### src/rtl/axis_spi_rx_packer.sv
// rtl/axis_spi_rx_packer.sv - packs SPI receive beats MSB-first into words and buffers them in a FIFO.
// Optional saturating drop counter enabled by defining AXIS_SPI_RX_DROP_CNT_EN.
module axis_spi_rx_packer #(
  parameter int DATA_WIDTH = 8,
  parameter int PACK_RATIO = 2,
  parameter int FIFO_DEPTH = 16,
  parameter int TIMEOUT    = 64
) (
  input  logic                                     clk_i,
  input  logic                                     arstn_i,
  input  logic [DATA_WIDTH-1:0]                    s_axis_tdata_i,
  input  logic                                     s_axis_tvalid_i,
  output logic                                     s_axis_tready_o,
  output logic [DATA_WIDTH*PACK_RATIO-1:0]         m_axis_tdata_o,
  output logic                                     m_axis_tvalid_o,
  input  logic                                     m_axis_tready_i,
  output logic                                     m_axis_tuser_o,
  output logic [$clog2(FIFO_DEPTH):0]              level_o,
  output logic                                     overflow_o,
  input  logic                                     clr_i,
  output logic [15:0]                              drop_cnt_o
);

  localparam int OUT_W = DATA_WIDTH * PACK_RATIO;
  localparam int AW    = $clog2(FIFO_DEPTH);
  localparam int LVL_W = AW + 1;
  localparam int IDX_W = (PACK_RATIO > 1) ? $clog2(PACK_RATIO) : 1;
  localparam int CNT_W = $clog2(TIMEOUT);

  typedef enum logic {EMPTY = 1'b0, PARTIAL = 1'b1} state_t;

  state_t             state_q, state_d;
  logic               ready_q;
  logic [IDX_W-1:0]   idx_q;
  logic [OUT_W-1:0]   word_q, word_beat;
  logic [CNT_W-1:0]   idle_q;
  logic               beat, last_beat, timeout_hit, word_done;
  logic               push_valid_q, push_user_q;
  logic [OUT_W-1:0]   push_data_q;

  assign s_axis_tready_o = ready_q;
  assign beat        = s_axis_tvalid_i && ready_q;
  assign last_beat   = (idx_q == IDX_W'(PACK_RATIO - 1));
  // An arriving beat beats the timeout in the same cycle.
  assign timeout_hit = (state_q == PARTIAL) && !beat && (idle_q == CNT_W'(TIMEOUT - 1));

  always_ff @(posedge clk_i or negedge arstn_i) begin
    if (!arstn_i) state_q <= EMPTY;
    else          state_q <= state_d;
  end

  always_comb begin
    state_d = state_q;
    case (state_q)
      EMPTY:   if (beat && !last_beat) state_d = PARTIAL;
      PARTIAL: if ((beat && last_beat) || timeout_hit) state_d = EMPTY;
      default: state_d = EMPTY;
    endcase
  end

  always_comb begin
    word_done = (beat && last_beat) || timeout_hit;
    word_beat = word_q;
    if (beat) begin
      for (int k = 0; k < PACK_RATIO; k++) begin
        if (idx_q == IDX_W'(k)) word_beat[OUT_W-1-k*DATA_WIDTH -: DATA_WIDTH] = s_axis_tdata_i;
      end
    end
  end

  // word_q is zeroed after every completion so a flushed word has zero low bytes.
  always_ff @(posedge clk_i or negedge arstn_i) begin
    if (!arstn_i) begin
      ready_q      <= 1'b0;
      idx_q        <= '0;
      word_q       <= '0;
      idle_q       <= '0;
      push_valid_q <= 1'b0;
      push_data_q  <= '0;
      push_user_q  <= 1'b0;
    end else begin
      ready_q      <= 1'b1;
      push_valid_q <= word_done;
      if (word_done) begin
        push_data_q <= word_beat;
        push_user_q <= timeout_hit;
        word_q      <= '0;
        idx_q       <= '0;
      end else if (beat) begin
        word_q <= word_beat;
        idx_q  <= idx_q + 1'b1;
      end
      if (beat || timeout_hit || state_q == EMPTY) idle_q <= '0;
      else                                         idle_q <= idle_q + 1'b1;
    end
  end

  logic [OUT_W:0]   mem [FIFO_DEPTH];
  logic [AW-1:0]    wr_ptr, rd_ptr;
  logic [LVL_W-1:0] level_q;
  logic [OUT_W:0]   head;
  logic             fifo_valid, full, pop, wr_en, drop;

  assign fifo_valid = (level_q != '0);
  assign full       = (level_q == LVL_W'(FIFO_DEPTH));
  assign pop        = fifo_valid && m_axis_tready_i;
  assign wr_en      = push_valid_q && (!full || pop);
  assign drop       = push_valid_q && full && !pop;
  assign head       = mem[rd_ptr];

  assign m_axis_tvalid_o = fifo_valid;
  assign m_axis_tdata_o  = fifo_valid ? head[OUT_W-1:0] : '0;
  assign m_axis_tuser_o  = fifo_valid && head[OUT_W];
  assign level_o         = level_q;

  always_ff @(posedge clk_i) begin
    if (wr_en) mem[wr_ptr] <= {push_user_q, push_data_q};
  end

  always_ff @(posedge clk_i or negedge arstn_i) begin
    if (!arstn_i) begin
      wr_ptr  <= '0;
      rd_ptr  <= '0;
      level_q <= '0;
    end else begin
      if (wr_en) wr_ptr <= wr_ptr + 1'b1;
      if (pop)   rd_ptr <= rd_ptr + 1'b1;
      case ({wr_en, pop})
        2'b10:   level_q <= level_q + 1'b1;
        2'b01:   level_q <= level_q - 1'b1;
        default: level_q <= level_q;
      endcase
    end
  end

  logic overflow_q;
  assign overflow_o = overflow_q;

  always_ff @(posedge clk_i or negedge arstn_i) begin
    if (!arstn_i)   overflow_q <= 1'b0;
    else if (clr_i) overflow_q <= 1'b0;
    else if (drop)  overflow_q <= 1'b1;
  end

`ifdef AXIS_SPI_RX_DROP_CNT_EN
  logic [15:0] drop_cnt_q;
  assign drop_cnt_o = drop_cnt_q;

  always_ff @(posedge clk_i or negedge arstn_i) begin
    if (!arstn_i)                              drop_cnt_q <= '0;
    else if (clr_i)                            drop_cnt_q <= '0;
    else if (drop && drop_cnt_q != 16'hFFFF)   drop_cnt_q <= drop_cnt_q + 16'd1;
  end
`else
  assign drop_cnt_o = 16'h0;
`endif

endmodule

### config.mk
export PLATFORM = sky130hd
export DESIGN_NAME = axis_spi_rx_packer
export DESIGN_NICKNAME = d
export VERILOG_FILES = /design/src/rtl/axis_spi_rx_packer.sv
export SDC_FILE = /design/constraint.sdc
export NUM_CORES = 1
export LEC_CHECK = 0
export ABC_AREA = 1
export CAP_MARGIN = 20
export CORE_ASPECT_RATIO = 1.5
export CORE_MARGIN = 4
export CORE_UTILIZATION = 60
export DETAILED_ROUTE_END_ITERATION = 10
export PLACE_DENSITY_LB_ADDON = 0.2
export REMOVE_ABC_BUFFERS = 1
export SLEW_MARGIN = 20
export SYNTH_ARGS = -nofsm -noshare
export SYNTH_HDL_FRONTEND = slang
export SYNTH_SLANG_ARGS = --single-unit
### constraint.sdc
create_clock -name clk_i -period 2.5 [get_ports clk_i]
set_input_delay 0.375 -clock clk_i [delete_from_list [all_inputs] [get_ports clk_i]]
set_output_delay 0.375 -clock clk_i [all_outputs]
set_load 0.1 [all_outputs]
# ---- Word level (Yosys, flattened, before mapping)
# Memories as Yosys holds them, arrays and structs flattened.
# Index checks and enable logic that the tools add are counted.
dict set report op_classes {
  n_addsub 6
  eq_ne 4
  n_mux 17
  bitwise_logic 1
  reduce_logical 22
}
# operator n
set ops {}
lappend ops {{$mux W16} 4}
lappend ops {{$mux W8} 2}
lappend ops {{$logic_and A1 B1 Y1} 10}
lappend ops {{$pmux W5 S2} 1}
lappend ops {{$add A4 B1 Y4 const B} 2}
lappend ops {{$mux W1} 8}
lappend ops {{$add A6 B1 Y6 const B} 1}
lappend ops {{$eq A6 B6 Y1 const B} 1}
lappend ops {{$mux W6} 1}
lappend ops {{$reduce_bool A2 Y1} 3}
lappend ops {{$add A5 B1 Y5 const B} 1}
lappend ops {{$eq A5 B5 Y1 const B} 1}
lappend ops {{$reduce_bool A5 Y1} 1}
lappend ops {{$sub A5 B1 Y5 const B} 1}
lappend ops {{$logic_not A1 Y1} 4}
lappend ops {{$logic_or A1 B1 Y1} 4}
lappend ops {{$eq A2 B1 Y1 const B} 1}
lappend ops {{$eq A2 B2 Y1 const B} 1}
lappend ops {{$pmux W1 S2} 1}
lappend ops {{$add A1 B1 Y1 const B} 1}
lappend ops {{$not A1 Y1} 1}
dict set report totals {
  register_bits 57
  ram_bits 272
  inputBits 13
  n_memories 1
}
# name depth width rd rd_ports_with_merged_regs wr line
set memory_table {}
lappend memory_table {mem 16 17 1 0 1 98} ;# logic [OUT_W:0] mem [FIFO_DEPTH];

# ---- Logic depth before layout (Yosys ltp)
# Gate-level depths: netlist of the first run.
dict set report depth {
  word_depth 7
  depth_mapped 15
}

# ---- Least setup slack after synthesis of the first run
# OpenSTA, ideal clock, no wires.
dict set report synth_timing {
  path_kind {reg2out}
  start {reg level_q[4] (netlist: level_o[4])}
  end {out m_axis_tdata_o[10]}
  t_arrival_ps 3662
  required_time_ps 2125
  path_slack_ps -1537
  stages_incl_launch_ff 6
  path_buffers 1
  cell_sequence {dfrtp_1 > inv_1 > nand3_2 > clkinv_1 > clkbuf_1 > a21oi_1}
}
dict set report synth_between {
  elab_chain_len 2
}
# element line
set synth_lines {}
lappend synth_lines {{start: declaration} 100} ;# logic [LVL_W-1:0] level_q;
lappend synth_lines {{start signal: assignment} 129} ;# 2'b10: level_q <= level_q + 1'b1;
lappend synth_lines {{start signal: assignment} 130} ;# 2'b01: level_q <= level_q - 1'b1;
lappend synth_lines {{start signal: assignment} 131} ;# default: level_q <= level_q;
lappend synth_lines {{$reduce_bool A5 Y1} 104} ;# assign fifo_valid = (level_q != '0);
lappend synth_lines {{named net m_axis_tvalid_o} 15} ;# output logic m_axis_tvalid_o,
lappend synth_lines {{$mux W16} 112} ;# assign m_axis_tdata_o = fifo_valid ? head[OUT_W-1:0] : '0;
lappend synth_lines {{end: declaration} 14} ;# output logic [DATA_WIDTH*PACK_RATIO-1:0] m_axis_tdata_o,
# The timed path passes the listed nets, and every way through them passes these cells.

# ---- Worst setup path after layout of the first run
dict set report layout_timing {
  start {reg rd_ptr[0]}
  end {out m_axis_tdata_o[8]}
}
dict set report layout_between {
  elab_chain_len 2
}
# element line
set layout_lines {}
lappend layout_lines {{start: declaration} 99} ;# logic [AW-1:0] wr_ptr, rd_ptr;
lappend layout_lines {{start signal: assignment} 127} ;# if (pop) rd_ptr <= rd_ptr + 1'b1;
lappend layout_lines {{$mem_v2 Z16 W17} --}
lappend layout_lines {{$mux W16} 112}
# No other way between the ends.

==> results.md, run 1 <==
* Antenna cells at 0
* Worst Hold Depth at 2
* H-tree depth at 1
* Yosys reg bits at 329
* Hold Fails Final Rpt at 0
* DR vias/cell at 6.476
* Count of final setup violators at 17
* Die Wd at 129.3 um
* Least-Margin Pin Slew at 733.3 ps
* Distinct cell type count after synthesis at 35
* Slowest library cell on the worst path: dfrtp_4
* Commonest non-fill, non-tap cell in the layout: edfxtp_1
* Hold Startpoint: clr_i
* Initial antenna violation count at 0
* Die area at 0.02458 mm^2
* RSZ-0062 raised after global routing: true
* Leakage at just under 6 nW
* Initial cell density of the core at 61.02%
* Vias at 9364
* Run status: finished with violations
* Post-route insts no fill at 1446
* DR WL/cell at 25.48 um
* Root buf cell: clkbuf_16
* GPL Wtd Cong at 0.8483
* Detail Placement HPWL at 18730 um
* CTS tree: yes
* Slew Limit Fails at 0
* Global route overflow at 0
* Worst R2R Path Depth at 8
* Fill cell count at 1307
* Cells after Synth at between 1000 and 1500
* Multi-input logic area at approximately 0.0034 mm^2
* Vias in the first global route at between 8000 and 9000
* Worst skew pair latency at 560 ps
* Relative slew margins at 51.11%
* CP max stage delay at 500 ps
* Area leader, netlist: edfxtp_1
* Largest cells by area after synthesis: edfxtp_1 (62%), dfrtp_1 (11%), nor2_1 (5.8%)
* Layout area overhead at 22.54%
* Buffers on Ports at 37
* DR pass1 iterations at 6
* Final nets at 1173
* Io pins at 54
* Finished Core Util at between 70 and 80%
* Critical R2R Capture: mem[9][10]$_DFFE_PP_
* Required @ worst endpoint at approximately 2100 ps
* ANT nets after route at 0
* CP startpoint kind: register
* First-pass GRT wire length at 51280 um
* Worst path cell trace: buf_12 -> clkbuf_16 -> nor2_1 -> o221ai_1 -> nand3_1 -> a21oi_2 -> buf_4 -> buf_12
* Most frequent cells in the layout: edfxtp_1 (272), nor2_1 (180), o21ai_0 (104), nand2_1 (68), dfrtp_1 (55)
* Reg clk slew, reported paths at 60 ps
* Fin crit period at 2824 ps
* Die Span Y at 190.0 um
* Worst Setup End Kind: output pin
* # DRC at 0
* CTS Buffer Depth at 3
* Setup TNS at -4027 ps
* Post-synth EDFFs at 272
* Layout cells sized above 1 at between 20 and 25%
* Ys flop type: edfxtp_1
* Ys async rst share at between 10% and 20%
* Clk sinks at about 330
* Cells after DPL at about 1400
* Peak supply drop at 1.322 mV
* Syn Area/Cell at 12.63 um^2
* Max cap viols at 0
* Overall power at 0.02291 W
* Final WL at 36850 um
* Hold Crit Endpoint: overflow_o$_DFFE_PN0P_
* Overall Global Routing Usage at 27.63%
* Std cell rows at 66
* FF+latch area at between 0.009 and 0.01 mm^2
* HP Class: in -> reg
* Post-synthesis sequential area ratio at 72.39%
* Post-Syn Area at ~0.013 mm^2
* Initial DRC Count at 1438
* Total CTS buffers at 29
* Power per cell area at 1411 mW/mm^2
* Synthesis warning total at 0
* Clock Skew at 13.37 ps
* Flop2flop setup slack at 490 ps
* Arr. time, crit path at 2450 ps
* Pin count of the biggest net entering global routing at between 50 and 60
* Setup slack after layout at -323.7 ps
* FMAX at 354.1 MHz
* Most common cell on crit path: buf_12
* Hold WS at 357.1 ps
* Crit-path max FO at 22
* Core area at 0.02172 mm^2
* Share of the synthesized area in the top cell type at 61.63%
* Final period util at 112.9%
* Failing checks: setup timing
* Worst reg2reg startpoint: level_o[4]$_DFFE_PN0P_
* Crit Path Category: reg -> out
-- sequential cells by signal (all words and copies together), names as in the netlist, 4 cells and up --
register     flops
mem            272
push_data_q     16
word_q          16
idle_q           6
level_o          5
rd_ptr           4
wr_ptr           4
-- cell type report --
cell class,count,share of cell area [%]
clock buffers,34,4.731
clock inverters,19,0.5933
inverters,38,0.9862
multi-input cells,623,21.00
flip-flops and latches,329,59.11
well taps,272,2.096
repair buffers,131,11.49
-- critical path, delay by kind of cell, from the launching register on --
kind / cells / cell delay, ps
buffers and inverters: 4 / 730
DFF: 1 / 500
AOI/OAI and AO/OA: 2 / 390
and+or+nand+nor: 2 / 260
-- metal layers --
| layer | share of wire (%) | vias up | wire, um | track usage, % |
|---|---|---|---|---|
| met5 | 0 | - | 0 | 0 |
| li1 | - | 4020 | - | - |
| met4 | 4.8 | 0 | 1762 | 10.47 |
| met3 | 11 | 129 | 4014 | 4.691 |
| met1 | 34 | 4576 | 12620 | 36.20 |
| met2 | 50 | 639 | 18450 | 46.39 |
-- synthesized netlist by cell type (7+ instances only) --
| cell | n |
|---|---|
| a21oi_1 | 25 |
| a31oi_2 | 7 |
| buf_2 | 19 |
| buf_4 | 21 |
| clkbuf_1 | 30 |
| dfrtp_1 | 57 |
| edfxtp_1 | 272 |
| ha_1 | 8 |
| inv_1 | 29 |
| nand2_1 | 68 |
| nand3_1 | 38 |
| nor2_1 | 206 |
| o21ai_0 | 147 |
| o221ai_1 | 53 |
| o22ai_1 | 16 |
| xor2_1 | 8 |
-- cell families (layout without fill, tap and decap cells) --
kind of cell | Yosys count | count (layout) | share of synthesized area, %
AOI/OAI and AO/OA | 259 | 259 | 11.90
xor gates and xnor gates | 8 | 8 | 0.5287
adders and majority gates | 8 | 8 | 0.7553
buffers and inverters | 112 | 222 | 4.012
DFF | 329 | 329 | 72.39
muxes | 1 | 1 | 0.07553
other | 2 | 17 | 0.05667
and+or+nand+nor | 330 | 330 | 10.28
-- report_power, final --
group,switching [W],leakage (nW),internal [W]
clock,0.00198,0.440,0.00220
sequential,0.000694,3.16,0.00674
combinational,0.00717,2.21,0.00413
total,0.00984,5.81,0.0131
-- through the flow --
step / area (um^2) / worst slack, ps
after CTS: 15800 / -266.4
final: 16240 / -323.7
after global placement: 14440 / 215.4
after global routing: 16240 / -375.7
after floorplan: 12920 / -3527
after detailed placement: 14440 / 182.0
-- worst max path at each step --
stage	from	end	slack, ps	cells past startpoint
final	rd_ptr[0]$_DFFE_PN0N_	m_axis_tdata_o[8]	-320	8
after global routing	rd_ptr[0]$_DFFE_PN0N_	m_axis_tdata_o[14]	-380	9
after CTS	rd_ptr[0]$_DFFE_PN0N_	m_axis_tdata_o[8]	-270	9
after detailed placement	rd_ptr[0]$_DFFE_PN0N_	m_axis_tdata_o[8]	180	9
after global placement	m_axis_tready_i	mem[11][4]$_DFFE_PP_	220	8
after floorplan	rd_ptr[0]$_DFFE_PN0N_	m_axis_tdata_o[15]	-3530	7
-- what timing repair did --
item                                    CTS  global route
buffers inserted                          9            14
gates resized for setup                  53            74
hold buffers                              1             0
pin swaps                                26            59
cloned                                    8            13
endpoints found under the setup margin   17            17
endpoints found under the hold margin    57             0
No activity file was read; power rests on OpenSTA's default activity.
==> run 2: changes to the inputs <==
--- a/config.mk
+++ b/config.mk
@@ -10,6 +10,7 @@
 export CORE_ASPECT_RATIO = 1.5
 export CORE_MARGIN = 4
 export CORE_UTILIZATION = 60
+export CTS_CLUSTER_DIAMETER = 60
 export DETAILED_ROUTE_END_ITERATION = 10
 export PLACE_DENSITY_LB_ADDON = 0.2
 export REMOVE_ABC_BUFFERS = 1
==> results of run 2 <==
Same layout as run 1: the final DEF is identical, and so are final timing and power.
